File: src/rtl/instruction_fetch_unit_pkg.sv
// instruction_fetch_unit_pkg: shared constants, entry layout and immediate helpers for the fetch unit
// Optional feature macro used by the fetch unit: IFU_STATIC_PREDICT_EN
package instruction_fetch_unit_pkg;

    localparam int IFU_IQ_SIZE_LOG = 3;

    localparam logic [6:0] OP_JAL    = 7'b1101111;
    localparam logic [6:0] OP_BRANCH = 7'b1100011;
    localparam logic [6:0] OP_JALR   = 7'b1100111;

    localparam logic ST_SETTLE = 1'b0;
    localparam logic ST_FETCH  = 1'b1;

    typedef struct packed {
        logic [31:0] inst;
        logic [31:0] pc;
        logic [31:0] pred_pc;
        logic        compressed;
    } iq_entry_t;

    localparam int IQ_ENTRY_W = $bits(iq_entry_t);

    // Sequential next PC: 16-bit instructions advance by 2, 32-bit ones by 4
    function automatic logic [31:0] fall_through(input logic [31:0] pc, input logic compressed);
        return pc + (compressed ? 32'd2 : 32'd4);
    endfunction

    // Sign-extended J-type immediate
    function automatic logic [31:0] j_imm(input logic [31:0] inst);
        return {{11{inst[31]}}, inst[31], inst[19:12], inst[20], inst[30:21], 1'b0};
    endfunction

    // Sign-extended B-type immediate
    function automatic logic [31:0] b_imm(input logic [31:0] inst);
        return {{19{inst[31]}}, inst[31], inst[7], inst[30:25], inst[11:8], 1'b0};
    endfunction

endpackage

File: src/rtl/instruction_fetch_unit_fetch_queue.sv
// instruction_fetch_unit_fetch_queue: circular in-order FIFO with push, deq and flush
module instruction_fetch_unit_fetch_queue #(
    parameter int SIZE_LOG = 3,
    parameter int W        = 97
) (
    input  logic         clk_in,
    input  logic         rst_in,
    input  logic         flush,
    input  logic         push,
    input  logic [W-1:0] push_data,
    input  logic         deq,
    output logic         full,
    output logic         empty,
    output logic [W-1:0] head_data
);

    localparam int DEPTH = 1 << SIZE_LOG;

    logic [W-1:0]      mem [DEPTH];
    logic [SIZE_LOG-1:0] head;
    logic [SIZE_LOG-1:0] tail;
    logic [SIZE_LOG:0]   count;
    logic                do_push;
    logic                do_deq;

    // Full/empty come from the registered count, so a same-cycle deq never frees room for a push
    always_comb begin
        full    = count == (SIZE_LOG + 1)'(DEPTH);
        empty   = count == '0;
        do_push = push && !full;
        do_deq  = deq && !empty;
    end

    assign head_data = mem[head];

    // Pointer and count update; flush empties the queue and overrides push and deq
    always_ff @(posedge clk_in) begin
        if (rst_in || flush) begin
            head  <= '0;
            tail  <= '0;
            count <= '0;
        end else begin
            if (do_push) tail <= tail + 1'b1;
            if (do_deq) head <= head + 1'b1;
            count <= count + (SIZE_LOG + 1)'(do_push) - (SIZE_LOG + 1)'(do_deq);
        end
    end

    // Entry storage; cleared on reset so head outputs read zero after reset
    always_ff @(posedge clk_in) begin
        if (rst_in) begin
            for (int i = 0; i < DEPTH; i++) mem[i] <= '0;
        end else if (!flush && do_push) begin
            mem[tail] <= push_data;
        end
    end

endmodule

File: src/rtl/instruction_fetch_unit.sv
// instruction_fetch_unit: fetch PC, settle/fetch FSM and next-PC prediction feeding the instruction queue
// Optional feature macro: IFU_STATIC_PREDICT_EN (backward-taken/forward-not-taken static prediction)
module instruction_fetch_unit
    import instruction_fetch_unit_pkg::*;
#(
    parameter int          IQ_SIZE_LOG = IFU_IQ_SIZE_LOG,
    parameter logic [31:0] RESET_PC    = 32'h0
) (
    input  logic        clk_in,
    input  logic        rst_in,
    output logic [31:0] ic_req_pc,
    input  logic [31:0] ic_inst,
    input  logic        ic_valid,
    input  logic        ic_compressed,
    input  logic        flush_in,
    input  logic [31:0] flush_pc,
    input  logic        iq_deq,
    output logic        iq_out_valid,
    output logic [31:0] iq_out_inst,
    output logic [31:0] iq_out_pc,
    output logic [31:0] iq_out_pred_pc,
    output logic        iq_out_compressed
);

    logic        state;
    logic [31:0] pc;
    logic [31:0] pred_pc;
    logic        iq_full;
    logic        iq_empty;
    logic        push;
    iq_entry_t   push_entry;
    iq_entry_t   head_entry;

`ifdef IFU_STATIC_PREDICT_EN
    // Jumps and backward branches are predicted taken; everything else, JALR included, falls through
    always_comb begin
        pred_pc = fall_through(pc, ic_compressed);
        if (ic_inst[6:0] == OP_JAL) pred_pc = pc + j_imm(ic_inst);
        else if (ic_inst[6:0] == OP_BRANCH && ic_inst[31]) pred_pc = pc + b_imm(ic_inst);
    end
`else
    assign pred_pc = fall_through(pc, ic_compressed);
`endif

    // A response is only taken in FETCH; the SETTLE cycle skips the stale response for the old PC
    always_comb begin
        push       = state == ST_FETCH && ic_valid && !iq_full && !flush_in;
        push_entry = '{inst: ic_inst, pc: pc, pred_pc: pred_pc, compressed: ic_compressed};
    end

    // PC and FSM: reset beats flush, flush beats a push
    always_ff @(posedge clk_in) begin
        if (rst_in) begin
            pc    <= RESET_PC;
            state <= ST_SETTLE;
        end else if (flush_in) begin
            pc    <= {flush_pc[31:1], 1'b0};
            state <= ST_SETTLE;
        end else if (state == ST_SETTLE) begin
            state <= ST_FETCH;
        end else if (push) begin
            pc    <= pred_pc;
            state <= ST_SETTLE;
        end
    end

    instruction_fetch_unit_fetch_queue #(
        .SIZE_LOG(IQ_SIZE_LOG),
        .W       (IQ_ENTRY_W)
    ) u_queue (
        .clk_in   (clk_in),
        .rst_in   (rst_in),
        .flush    (flush_in),
        .push     (push),
        .push_data(push_entry),
        .deq      (iq_deq && !flush_in),
        .full     (iq_full),
        .empty    (iq_empty),
        .head_data(head_entry)
    );

    assign ic_req_pc         = pc;
    assign iq_out_valid      = !iq_empty;
    assign iq_out_inst       = head_entry.inst;
    assign iq_out_pc         = head_entry.pc;
    assign iq_out_pred_pc    = head_entry.pred_pc;
    assign iq_out_compressed = head_entry.compressed;

endmodule

File: config.mk
export PLATFORM = sky130hd
export DESIGN_NAME = instruction_fetch_unit
export DESIGN_NICKNAME = d
export VERILOG_FILES = /design/src/rtl/instruction_fetch_unit_pkg.sv /design/src/rtl/instruction_fetch_unit_fetch_queue.sv /design/src/rtl/instruction_fetch_unit.sv
export SDC_FILE = /design/constraint.sdc
export NUM_CORES = 1
export LEC_CHECK = 0
export CORE_UTILIZATION = 45
export DETAILED_ROUTE_END_ITERATION = 12
export RECOVER_POWER = 25
export SYNTH_ARGS = -nofsm -noshare
export SYNTH_HDL_FRONTEND = slang
export SYNTH_SLANG_ARGS = --single-unit
export TNS_END_PERCENT = 10
File: constraint.sdc
create_clock -name clk_in -period 7.55 [get_ports clk_in]
set_input_delay 1.1325 -clock clk_in [delete_from_list [all_inputs] [get_ports clk_in]]
set_output_delay 1.1325 -clock clk_in [all_outputs]
set_load 0.02 [all_outputs]
* Word-level counts from Yosys, hierarchy flattened *
Memories as Yosys holds them, arrays and structs flattened. A register that Yosys moved wholly into a read port is not among the register bits.
Cells that the tools add are included.

cells by class
  add/subtract/negate cells = 5
  equality and inequality tests = 1
  multiplexer cells = 16
  reduce and logical (&&, ||, !) cells = 18

operator list
  kind                                                           count
  97-bit 2-to-1 mux                                              1
  97-bit OR reduction                                            1
  32-bit 2-to-1 mux                                              3
  32-bit by 3-bit adder with 32-bit output                       1
  3-bit 2-to-1 mux                                               4
  1-bit 2-to-1 mux                                               8
  1-bit logical AND                                              7
  3-bit by 1-bit adder with 3-bit output, second input constant  2
  4-bit by 1-bit adder with 4-bit output                         1
  4-bit == test, second input constant                           1
  4-bit logical NOT                                              1
  2-bit AND reduction                                            2
  2-bit nonzero test                                             2
  4-bit by 1-bit subtractor with 4-bit output                    1
  1-bit logical NOT                                              3
  2-bit OR reduction                                             1
  1-bit logical OR                                               1

word-level totals
  flip-flop bits (word level) = 43
  bits in writable memories = 776
  input port bits = 70
  memories kept = 1

memory list
  memory       depth  width  rd ports  clocked after memory_dff  write ports  RTL line                                  text
  u_queue.mem  8      97     1         1                         8            instruction_fetch_unit_fetch_queue.sv:19  logic [W-1:0] mem [DEPTH];

* Logic depth before layout (Yosys ltp) *
Gate-level depths: netlist of run 1.

  depth after elaboration = 11
  depth in mapped cells = 12
  depth with buffers taken out = 12

* By module *
From an unflattened synthesis of run 1, not the netlist that was laid out.

unflattened totals
  cell total of the unflattened synthesis = 2600
  area, all modules = 36468.7 um^2

by module, submodules not included
  module                              instances  cells an instance  area an instance (um^2)  seq. area each (um^2)
  instruction_fetch_unit_fetch_queue  1          2284               34040.1                  23562.6
  instruction_fetch_unit              1          316                2428.6                   640.6

* Least setup slack after synthesis of run 1 *
No wires, ideal clock.

  path type = input port to flip-flop
  from = input ic_valid
  to = memory u_queue.mem[2][0], enable pin
  setup time = 0.470 ns
  data arrival time = 4.484 ns
  path slack = 2.596 ns
  cell stages on the path = 7
  buffers on the path = 2
  cell sequence = nand2_1 -> or2_1 -> buf_2 -> nor3_2 -> buf_2 -> nand2_1 -> nand2b_1

RTL lines
  item         RTL line                                  text
  from (decl)  instruction_fetch_unit.sv:13              input logic ic_valid,
  to (decl)    instruction_fetch_unit_fetch_queue.sv:19

==> results.yml, run 1 <==
power_and_ir_drop:
  switchingPower_mw: 2.09
  p_sw_share_pct: 21.8
  peakVddDrop_uv: 140
  combPwrFrac_pct: 5.6
  p_int_mw: 7.50
  total_power_mw: 9.59
  powerDensity_mw_per_mm2: 232
  clockPowerShare_pct: 41.1
  cellLeakagePower_nw: 15.4
  p_seq_share_pct: 53.3
drt:
  drc: 0
  drt-wirelength-per-cell_microns: 26.3
  drt_iter0_markers: 1985
  vias: 20877
  avgViaCountPerCell: 5.80
  wirelength_microns: 94700
  drt_pass1_iterations: 7
  final_antenna_net_count: 0
status:
  outcome: "complete, but fails checks"
  violations: "max-capacitance violations, max-slew violations"
yosys:
  synth.cell_area_sq_mm: 0.0360
  yosysWarnings: 0
  avgSynthCellArea_sq_um: 15.1
  synth_cell_types: 43
  yosysSeqAreaShare_pct: 65.9
  syn_inst: 2378
  synth-seq-cells: 805
grt:
  grt_pass1_wl_microns: 141000
  gr-total-overflow: 0
  grt_pass1_vias: 22137
  antenna_found_initial: 3
  track_usage_pct: 23.5
  grt_max_degree: 106
timing:
  slew_violations: 365
  fin_tns_setup_ps: 0
  setup_viol: 0
  slew_headroom_pct: -137
  hold_viol: 0
  rsz0062_at_grt: "false"
  fin_crit_ps: 5700
  fin_crit_sh_pct: 75.4
  worstMarginPinSlew_ps: 3550
  finalWorstSetupSlack_ps: 1850
  skew_ps: 23.8
  fmaxAchievable_mhz: 176
setup_path:
  required_ps: 7850
  crit_fanout: 84
  crit_path_end_kind: "register"
  reg2reg_depth: 10
  crit_type: "input pin to register"
  cp.arrival_ps: 5990
  crit_path_top_delay_cell: "clkbuf_1"
  slowest_delay_ps: 1820
  crit_chain: "dlygate4sd3_1, or2_0, nor3_4, buf_4, nand3_1, clkbuf_1, nand2b_4, buf_12"
  critPathLaunchType: "input pin"
layout:
  fin_area_sq_mm: 0.0414
  fill_cells: 6580
  area_growth_pct: 15.0
  drive_gt1_share_pct: 17.9
  fin_util_pct: 52.3
  nNetsFinal: 2560
floorplanning:
  initial_core_util_pct: 45.5
  die-area_sq_mm: 0.0811
  fp.coreArea_sq_mm: 0.0791
  placementRows: 103
  die_h_microns: 285
  io_pins: 200
  die_w_microns: 285
min_path:
  hold_path.class: "register to register"
  holdPathStages: 2
clock_network:
  numCtsBuffers: 84
  cts_root_buf: "clkbuf_16"
  cts_tree: "built"
  clkTransAtPathRegs_ps: 60
  h-tree-depth: 3
  hold_buffers: 0
  clockBufferDepth: 3
  cts_setup_buffers: 0
  clock_sinks: 805
  clk_latency_ps: 630
  cts_resized: 0
placed_design:
  dp_hpwl_microns: 48700
  placed_area_sq_mm: 0.0389
  io_buffer_count: 195
  pre_cts_ws_ps: 2410
  gp_congestion: 0.752
flow_run:
  cap_violations: 8
[worst paths after layout]
check	from	endpoint	slack, ps
setup / recovery	flush_in	u_queue.mem[3][94]	1850
setup reg to reg	u_queue.count[2]	u_queue.mem[3][94]	1980
hold reg to reg	u_queue.head[1]	register	490
hold / removal	u_queue.head[1]	register	490
[logic make-up after synthesis]
group	share of synthesized area, %
DFF	65.9
xor gates and xnor gates	1.53
and+or+nand+nor	13.8
other	0.0104
adders and majority gates	0.459
muxes	14.9
buffers and inverters	2.62
AOI/OAI and AO/OA	0.779
[per-stage QoR]
step / hold slack [ps] / std cells
floorplan: 449 / 2380
CTS: 487 / 3596
global placement: 473 / 3442
detailed placement: 479 / 3442
global route: 495 / 3598
finish: 492 / 3598
[routing by layer]
layer	global-route usage [%]	vias up	wire length (microns)
li1	-	9209	-
met1	29.8	10897	37800
met2	41.6	658	49400
met3	3.68	113	5540
met4	6.53	0	2040
met5	0	-	0
[placed cells by master (no fill, tap or decap), types with 10 or more instances in the layout]
master	Yosys	final
a211oi_1	25	25
and2_1	125	125
and3_1	374	371
buf_4	3	25
clkbuf_1	183	34
clkbuf_16	0	87
clkdlybuf4s50_1	0	159
clkinv_1	3	19
clkinv_2	0	18
dfxtp_1	45	42
dlygate4sd3_1	0	35
edfxtp_1	760	760
ha_1	10	10
inv_1	10	10
mux2_2	95	95
mux4_2	190	190
nand2_1	32	32
nand3_1	27	27
nand4_1	18	18
nor2_1	325	323
xnor2_1	27	27
xor2_1	36	36
[synth_stat cells (all sizes together)]
master	instances	area share [%]
clkbuf	183	1.9
mux2	95	3.0
conb	1	0.010
mux4	190	12
and4	1	0.024
or4	1	0.021
nand3	28	0.40
dfxtp	45	2.5
nand2b	8	0.14
xor2	36	0.88
fa	2	0.11
edfxtp	760	63
nor3b	1	0.021
a21o	2	0.042
nor3	10	0.19
nand2	32	0.33
o21ai	1	0.014
o21bai	1	0.021
xnor2	27	0.66
ha	10	0.35
a311oi	2	0.049
and2	125	2.2
nor2b	2	0.035
nor4	6	0.22
o21a	1	0.021
nand4	19	0.35
nor2	325	3.4
clkinv	3	0.031
inv	11	0.11
and3	374	6.5
a21oi	8	0.11
a211oi	25	0.52
buf	41	0.57
or2	2	0.035
[cell type report]
class                      instances  area, sq um  share of cell area [%]
antenna                            2         5.00                  0.0121
clock inverter                    40          287                   0.692
sequential                       805        23700                    57.3
multi-input combinational       1337        11400                    27.6
clock buffer                     114         2300                    5.55
timing repair buffer             236         2310                    5.57
tap                             1050         1310                    3.17
inverter                          14         52.6                   0.127
[power groups by stage]
stage	Sequential [mW]	Combinational, mW	Clock, mW
floorplan	5.18	0.295	0
global placement	5.19	0.547	0
detailed placement	5.21	0.550	0
CTS	5.11	0.552	4.00
global route	5.13	0.573	4.16
finish	5.11	0.538	3.94
[critical path, delay by kind of cell]
family	cells	cell delay, ps
buf+inv	4	3420
simple gates	4	1310
[sequential cells by signal, indices dropped and copies added, names as in the netlist, named ones only]
| signal | count |
|---|---|
| u_queue.count | 4 |
| u_queue.tail | 3 |
| u_queue.mem | 760 |
| state | 1 |
| u_queue.head | 3 |
| ic_req_pc | 31 |
(Power assumes the default switching activity.)
==> run 2: changes to the inputs <==
--- a/config.mk
+++ b/config.mk
@@ -7,6 +7,7 @@
 export LEC_CHECK = 0
 export CORE_UTILIZATION = 45
 export DETAILED_ROUTE_END_ITERATION = 12
+export PLACE_DENSITY = 0.65
 export RECOVER_POWER = 25
 export SYNTH_ARGS = -nofsm -noshare
 export SYNTH_HDL_FRONTEND = slang
==> constraint.sdc (replaced) <==
create_clock -name clk_in -period 4.6 [get_ports clk_in]
set_input_delay 0.69 -clock clk_in [delete_from_list [all_inputs] [get_ports clk_in]]
set_output_delay 0.69 -clock clk_in [all_outputs]
set_load 0.02 [all_outputs]
==> results.yml, run 2 (same netlist as run 1, synthesis figures left out) <==
clock_network:
  cts_resized: 0
  clockBufferDepth: 3
  clkTransAtPathRegs_ps: 60
  clock_sinks: 805
  cts_tree: "built"
  cts_root_buf: "clkbuf_16"
  clk_latency_ps: 640
  cts_setup_buffers: 0
  hold_buffers: 0
  numCtsBuffers: 84
  h-tree-depth: 3
power_and_ir_drop:
  clockPowerShare_pct: 41.9
  powerDensity_mw_per_mm2: 382
  cellLeakagePower_nw: 15.6
  peakVddDrop_uv: 343
  combPwrFrac_pct: 6.0
  total_power_mw: 16.0
  p_int_mw: 12.5
  p_seq_share_pct: 52.2
  switchingPower_mw: 3.56
  p_sw_share_pct: 22.2
setup_path:
  r2r_start: "u_queue.count[2]"
  crit_path_top_delay_cell: "nand2b_1"
  critPathLaunchType: "input pin"
  path_delay_family: "simple AND/OR/NAND/NOR gates"
  worstReg2RegEnd: "u_queue.mem[5][29]"
  slowest_delay_ps: 1110
  rrSetupSlack_ps: 580
  crit_chain: "dlygate4sd3_1, or2_0, nor3_1, nand2_1, nand2b_1, buf_12"
  crit_path_end_kind: "register"
  required_ps: 4900
  cp.buffers_inverters: 2
  reg2reg_depth: 8
  cp.arrival_ps: 4350
  cp-startpoint: "flush_in"
  crit_type: "input pin to register"
  crit_fanout: 40
layout:
  nNetsFinal: 2580
  multi_input_area_sq_mm: 0.0114
  most-common-layout-cells: "edfxtp_1 (760), and3_1 (372), nor2_1 (323)"
  regArea_sq_mm: 0.0237
  fill_cells: 6434
  final_cell_count_no_fill: 3617
  largest_reg_flops: 760
  num_antenna_cells: 0
  drive_gt1_share_pct: 19.4
  area_growth_pct: 16.6
  final_common_cell: "edfxtp_1"
  regMostFlops: "u_queue.mem"
min_path:
  worstHoldStart: "u_queue.head[1]"
  holdPathStages: 2
  hold_path.class: "register to register"
status:
  violations: "max-capacitance violations, max-slew violations"
  outcome: "complete, but fails checks"
timing:
  setup_viol: 0
  hold_viol: 0
  fin_crit_ps: 4050
  fin_crit_sh_pct: 88.0
  slew_headroom_pct: -71.8
  holdWs_ps: 495
  worstMarginPinSlew_ps: 2580
  slew_violations: 422
  rsz0062_at_grt: "false"
  fmaxAchievable_mhz: 247
  fin_tns_setup_ps: 0
  skew_ps: 40.2
placed_design:
  dp_hpwl_microns: 51200
  gp_congestion: 0.763
  io_buffer_count: 195
  dp_cells: 3462
drt:
  final_antenna_net_count: 0
  drt_iter0_markers: 2138
  avgViaCountPerCell: 5.92
  drc: 0
  vias: 21420
  drt_pass1_iterations: 7
  wirelength_microns: 95200
  drt-wirelength-per-cell_microns: 26.3
floorplanning:
  fp.coreArea_sq_mm: 0.0791
  die_h_microns: 285
  initial_core_util_pct: 45.5
  placementRows: 103
  io_pins: 200
  die-area_sq_mm: 0.0811
  die_w_microns: 285
grt:
  grt_pass1_vias: 21994
  track_usage_pct: 23.4
  gr-total-overflow: 0
  grt_max_degree: 185
  antenna_found_initial: 1
  grt_pass1_wl_microns: 141000
flow_run:
  cap_violations: 8
[run 2: changes by cell type in the layout (fill, tap and decap cells not counted), moves of 5 or more]
| cell | change |
|---|---|
| and2_0 | +28 |
| dlygate4sd3_1 | -20 |
| clkbuf_1 | -22 |
| clkinv_2 | +6 |
| clkinvlp_4 | +5 |
| clkdlybuf4s50_1 | +20 |
| clkbuf_2 | +7 |
| buf_12 | +21 |
| and2_1 | -28 |
[run 2: layout make-up]
| type | instances | share of cell area (%) |
|---|---|---|
| Tap cell | 1050 | 3.13 |
| Sequential cell | 805 | 56.6 |
| Multi-Input combinational cell | 1337 | 27.1 |
| Timing Repair Buffer | 256 | 6.50 |
| Inverter | 14 | 0.125 |
| Clock inverter | 57 | 1.27 |
| Clock buffer | 98 | 5.28 |
[run 2: per-stage QoR]
stage | util, % | worst slack (ps) | cell area, sq um
3_3_place_gp | 49.7 | 789 | 39300
4_1_cts | 53.2 | 762 | 42100
6_report | 53.0 | 551 | 42000
2_1_floorplan | - | 88.5 | 36000
5_1_grt | 53.0 | 393 | 42000
3_5_place_dp | 49.7 | 723 | 39300
[run 2: layer usage]
layer  track usage [%]  wire, microns  vias up
met4              6.79           2270        0
met3              3.97           7750      137
li1                  -              -     9256
met2              40.1          48400      978
met1              30.6          36800    11049
met5                 0              0        -
[run 2: power groups by stage]
stage,clock network [mW],registers (mW),logic [mW]
6_report,6.72,8.37,0.960
5_1_grt,7.09,8.39,1.01
4_1_cts,6.82,8.36,0.975
3_5_place_dp,0,8.52,0.971
3_3_place_gp,0,8.49,0.963
2_1_floorplan,0,8.51,0.484
[run 2: worst max path at each step]
stage	end	slack [ps]	cells after the start
floorplan	u_queue.mem[2][0]	90	7
global placement	u_queue.mem[4][21]	790	8
detailed placement	u_queue.mem[7][21]	720	8
CTS	iq_out_inst[7]	760	4
global route	u_queue.mem[5][25]	390	8
finish	u_queue.mem[2][75]	550	6
[run 2: worst register-to-register path, stage by stage, from the launching register on]
cell	delay [ps]
dfxtp_1	300
inv_1	90
ha_1	160
nor3b_1	640
nor2_2	60
and3_1	280
nand2_1	120
clkbuf_1	1840
nor2_1	150
==> run 3: changes to the inputs <==
--- a/config.mk
+++ b/config.mk
@@ -7,7 +7,6 @@
 export LEC_CHECK = 0
 export CORE_UTILIZATION = 45
 export DETAILED_ROUTE_END_ITERATION = 12
-export PLACE_DENSITY = 0.65
 export RECOVER_POWER = 25
 export SYNTH_ARGS = -nofsm -noshare
 export SYNTH_HDL_FRONTEND = slang
==> constraint.sdc (replaced) <==
create_clock -name clk_in -period 4.9 [get_ports clk_in]
set_input_delay 1.225 -clock clk_in [delete_from_list [all_inputs] [get_ports clk_in]]
set_output_delay 1.225 -clock clk_in [all_outputs]
set_load 0.02 [all_outputs]
==> results.yml, run 3 (same netlist as run 1, synthesis figures left out) <==
floorplanning:
  initial_core_util_pct: 45.5
  die_h_microns: 285
  io_pins: 200
  fp.coreArea_sq_mm: 0.0791
  die_w_microns: 285
  placementRows: 103
  die-area_sq_mm: 0.0811
min_path:
  hold_path.class: "register to register"
power_and_ir_drop:
  peakVddDrop_uv: 278
  total_power_mw: 14.8
  cellLeakagePower_nw: 15.5
  powerDensity_mw_per_mm2: 354
setup_path:
  r2r_start: "u_queue.tail[1]"
  required_ps: 3670
  worstReg2RegEnd: "u_queue.mem[2][73]"
  crit_path_top_delay_cell: "dfxtp_4"
  slowest_delay_ps: 720
  cp-endpoint: "iq_out_pc[9]"
  path_delay_family: "buffers and inverters"
  cp.arrival_ps: 3260
  cp.buffers_inverters: 2
  crit_fanout: 21
  crit_chain: "buf_4, mux4_2, mux2_2, clkdlybuf4s50_1"
  crit_path_end_kind: "primary output"
  critPathLaunchType: "register"
  reg2reg_depth: 3
  path_depth: 4
  crit_type: "register to primary output"
  rrSetupSlack_ps: 750
placed_design:
  io_buffer_count: 195
  gp_congestion: 0.762
  dp_hpwl_microns: 52500
  dp_cells: 3469
clock_network:
  cts_setup_buffers: 0
  clockBufferDepth: 3
  clkTransAtPathRegs_ps: 60
  h-tree-depth: 3
  cts_tree: "built"
  clock_sinks: 805
  cts_resized: 0
  numCtsBuffers: 82
  clk_latency_ps: 620
  hold_buffers: 0
  cts_root_buf: "clkbuf_16"
timing:
  rsz0062_at_grt: "false"
  fin_crit_ps: 4480
  setup_viol: 0
  hold_viol: 0
  worstMarginPinSlew_ps: 2200
  slew_violations: 513
  fin_crit_sh_pct: 91.5
  slew_headroom_pct: -46.6
  skew_ps: 21.2
  fin_tns_setup_ps: 0
  fmaxAchievable_mhz: 223
drt:
  final_antenna_net_count: 0
  drt_iter0_markers: 1888
  drc: 0
  wirelength_microns: 96200
  avgViaCountPerCell: 5.82
  vias: 21080
  drt_pass1_iterations: 5
  drt-wirelength-per-cell_microns: 26.6
layout:
  regMostFlops: "u_queue.mem"
  multi_input_area_sq_mm: 0.0114
  final_common_cell: "edfxtp_1"
  drive_gt1_share_pct: 19.0
  area_growth_pct: 16.1
  most-common-layout-cells: "edfxtp_1 (760), and3_1 (372), nor2_1 (323)"
  fill_cells: 6504
  final_cell_count_no_fill: 3620
  regArea_sq_mm: 0.0237
  nNetsFinal: 2585
  largest_reg_flops: 760
grt:
  gr-total-overflow: 0
  track_usage_pct: 23.8
  grt_pass1_vias: 22317
  grt_max_degree: 166
  grt_pass1_wl_microns: 142000
  antenna_found_initial: 0
flow_run:
  cap_violations: 6
status:
  outcome: "complete, but fails checks"
  violations: "max-capacitance violations, max-slew violations"
run 3: cell types whose count changed in the layout (fill, tap and decap cells not counted), moves of 4 or more:
cell / previous run / this run
and2_0: 28 / 21
and2_1: 97 / 104
buf_4: 22 / 30
clkbuf_1: 12 / 29
clkdlybuf4s50_1: 179 / 190
clkinv_2: 24 / 13
clkinv_8: 4 / 0
clkinvlp_4: 6 / 2
dlygate4sd3_1: 15 / 4
run 3: worst min-delay path, stage by stage (launching register included):
cell     delay, ps
dfxtp_1        310
nand2_1         50
a21oi_1         80
run 3: layer usage:
layer | global-route usage (%) | share of wire (%) | up-vias
met5 | 0 | 0 | -
met4 | 7.15 | 2.3 | 0
met3 | 3.09 | 6.3 | 127
met2 | 41.5 | 51 | 762
met1 | 31.1 | 41 | 10938
li1 | - | - | 9253
run 3: area by class of cell:
type / count / area share (%)
Multi-Input combinational cell: 1337 / 27.3
Inverter: 14 / 0.126
Timing Repair Buffer: 263 / 6.56
Clock inverter: 35 / 0.709
Clock buffer: 115 / 5.41
Sequential cell: 805 / 56.8
Tap cell: 1050 / 3.14
Antenna cell: 1 / 0.00599
run 3: through the flow:
stage / worst slack [ps] / util [%] / area, sq um / hold slack [ps]
6_report: 419 / 52.8 / 41800 / 494
5_1_grt: 273 / 52.8 / 41800 / 508
4_1_cts: 340 / 53.0 / 41900 / 488
3_5_place_dp: 583 / 49.8 / 39400 / 480
3_3_place_gp: 624 / 49.8 / 39400 / 474
2_1_floorplan: -144 / - / 36000 / 449
run 3: worst min-delay path by stage:
stage                                from  cells past startpoint  endpoint  slack [ps]
after floorplan           u_queue.head[1]                      2  register         450
after global placement    u_queue.head[1]                      2  register         470
after detailed placement  u_queue.head[1]                      2  register         480
after CTS                 u_queue.head[1]                      2  register         490
after global routing      u_queue.head[1]                      2  register         510
final                     u_queue.head[1]                      2  register         490
run 3: power by group:
group / switching, mW / total (mW) / internal (mW)
registers: 0.134 / 7.87 / 7.74
logic: 0.520 / 0.867 / 0.348
clock network: 2.58 / 6.06 / 3.48
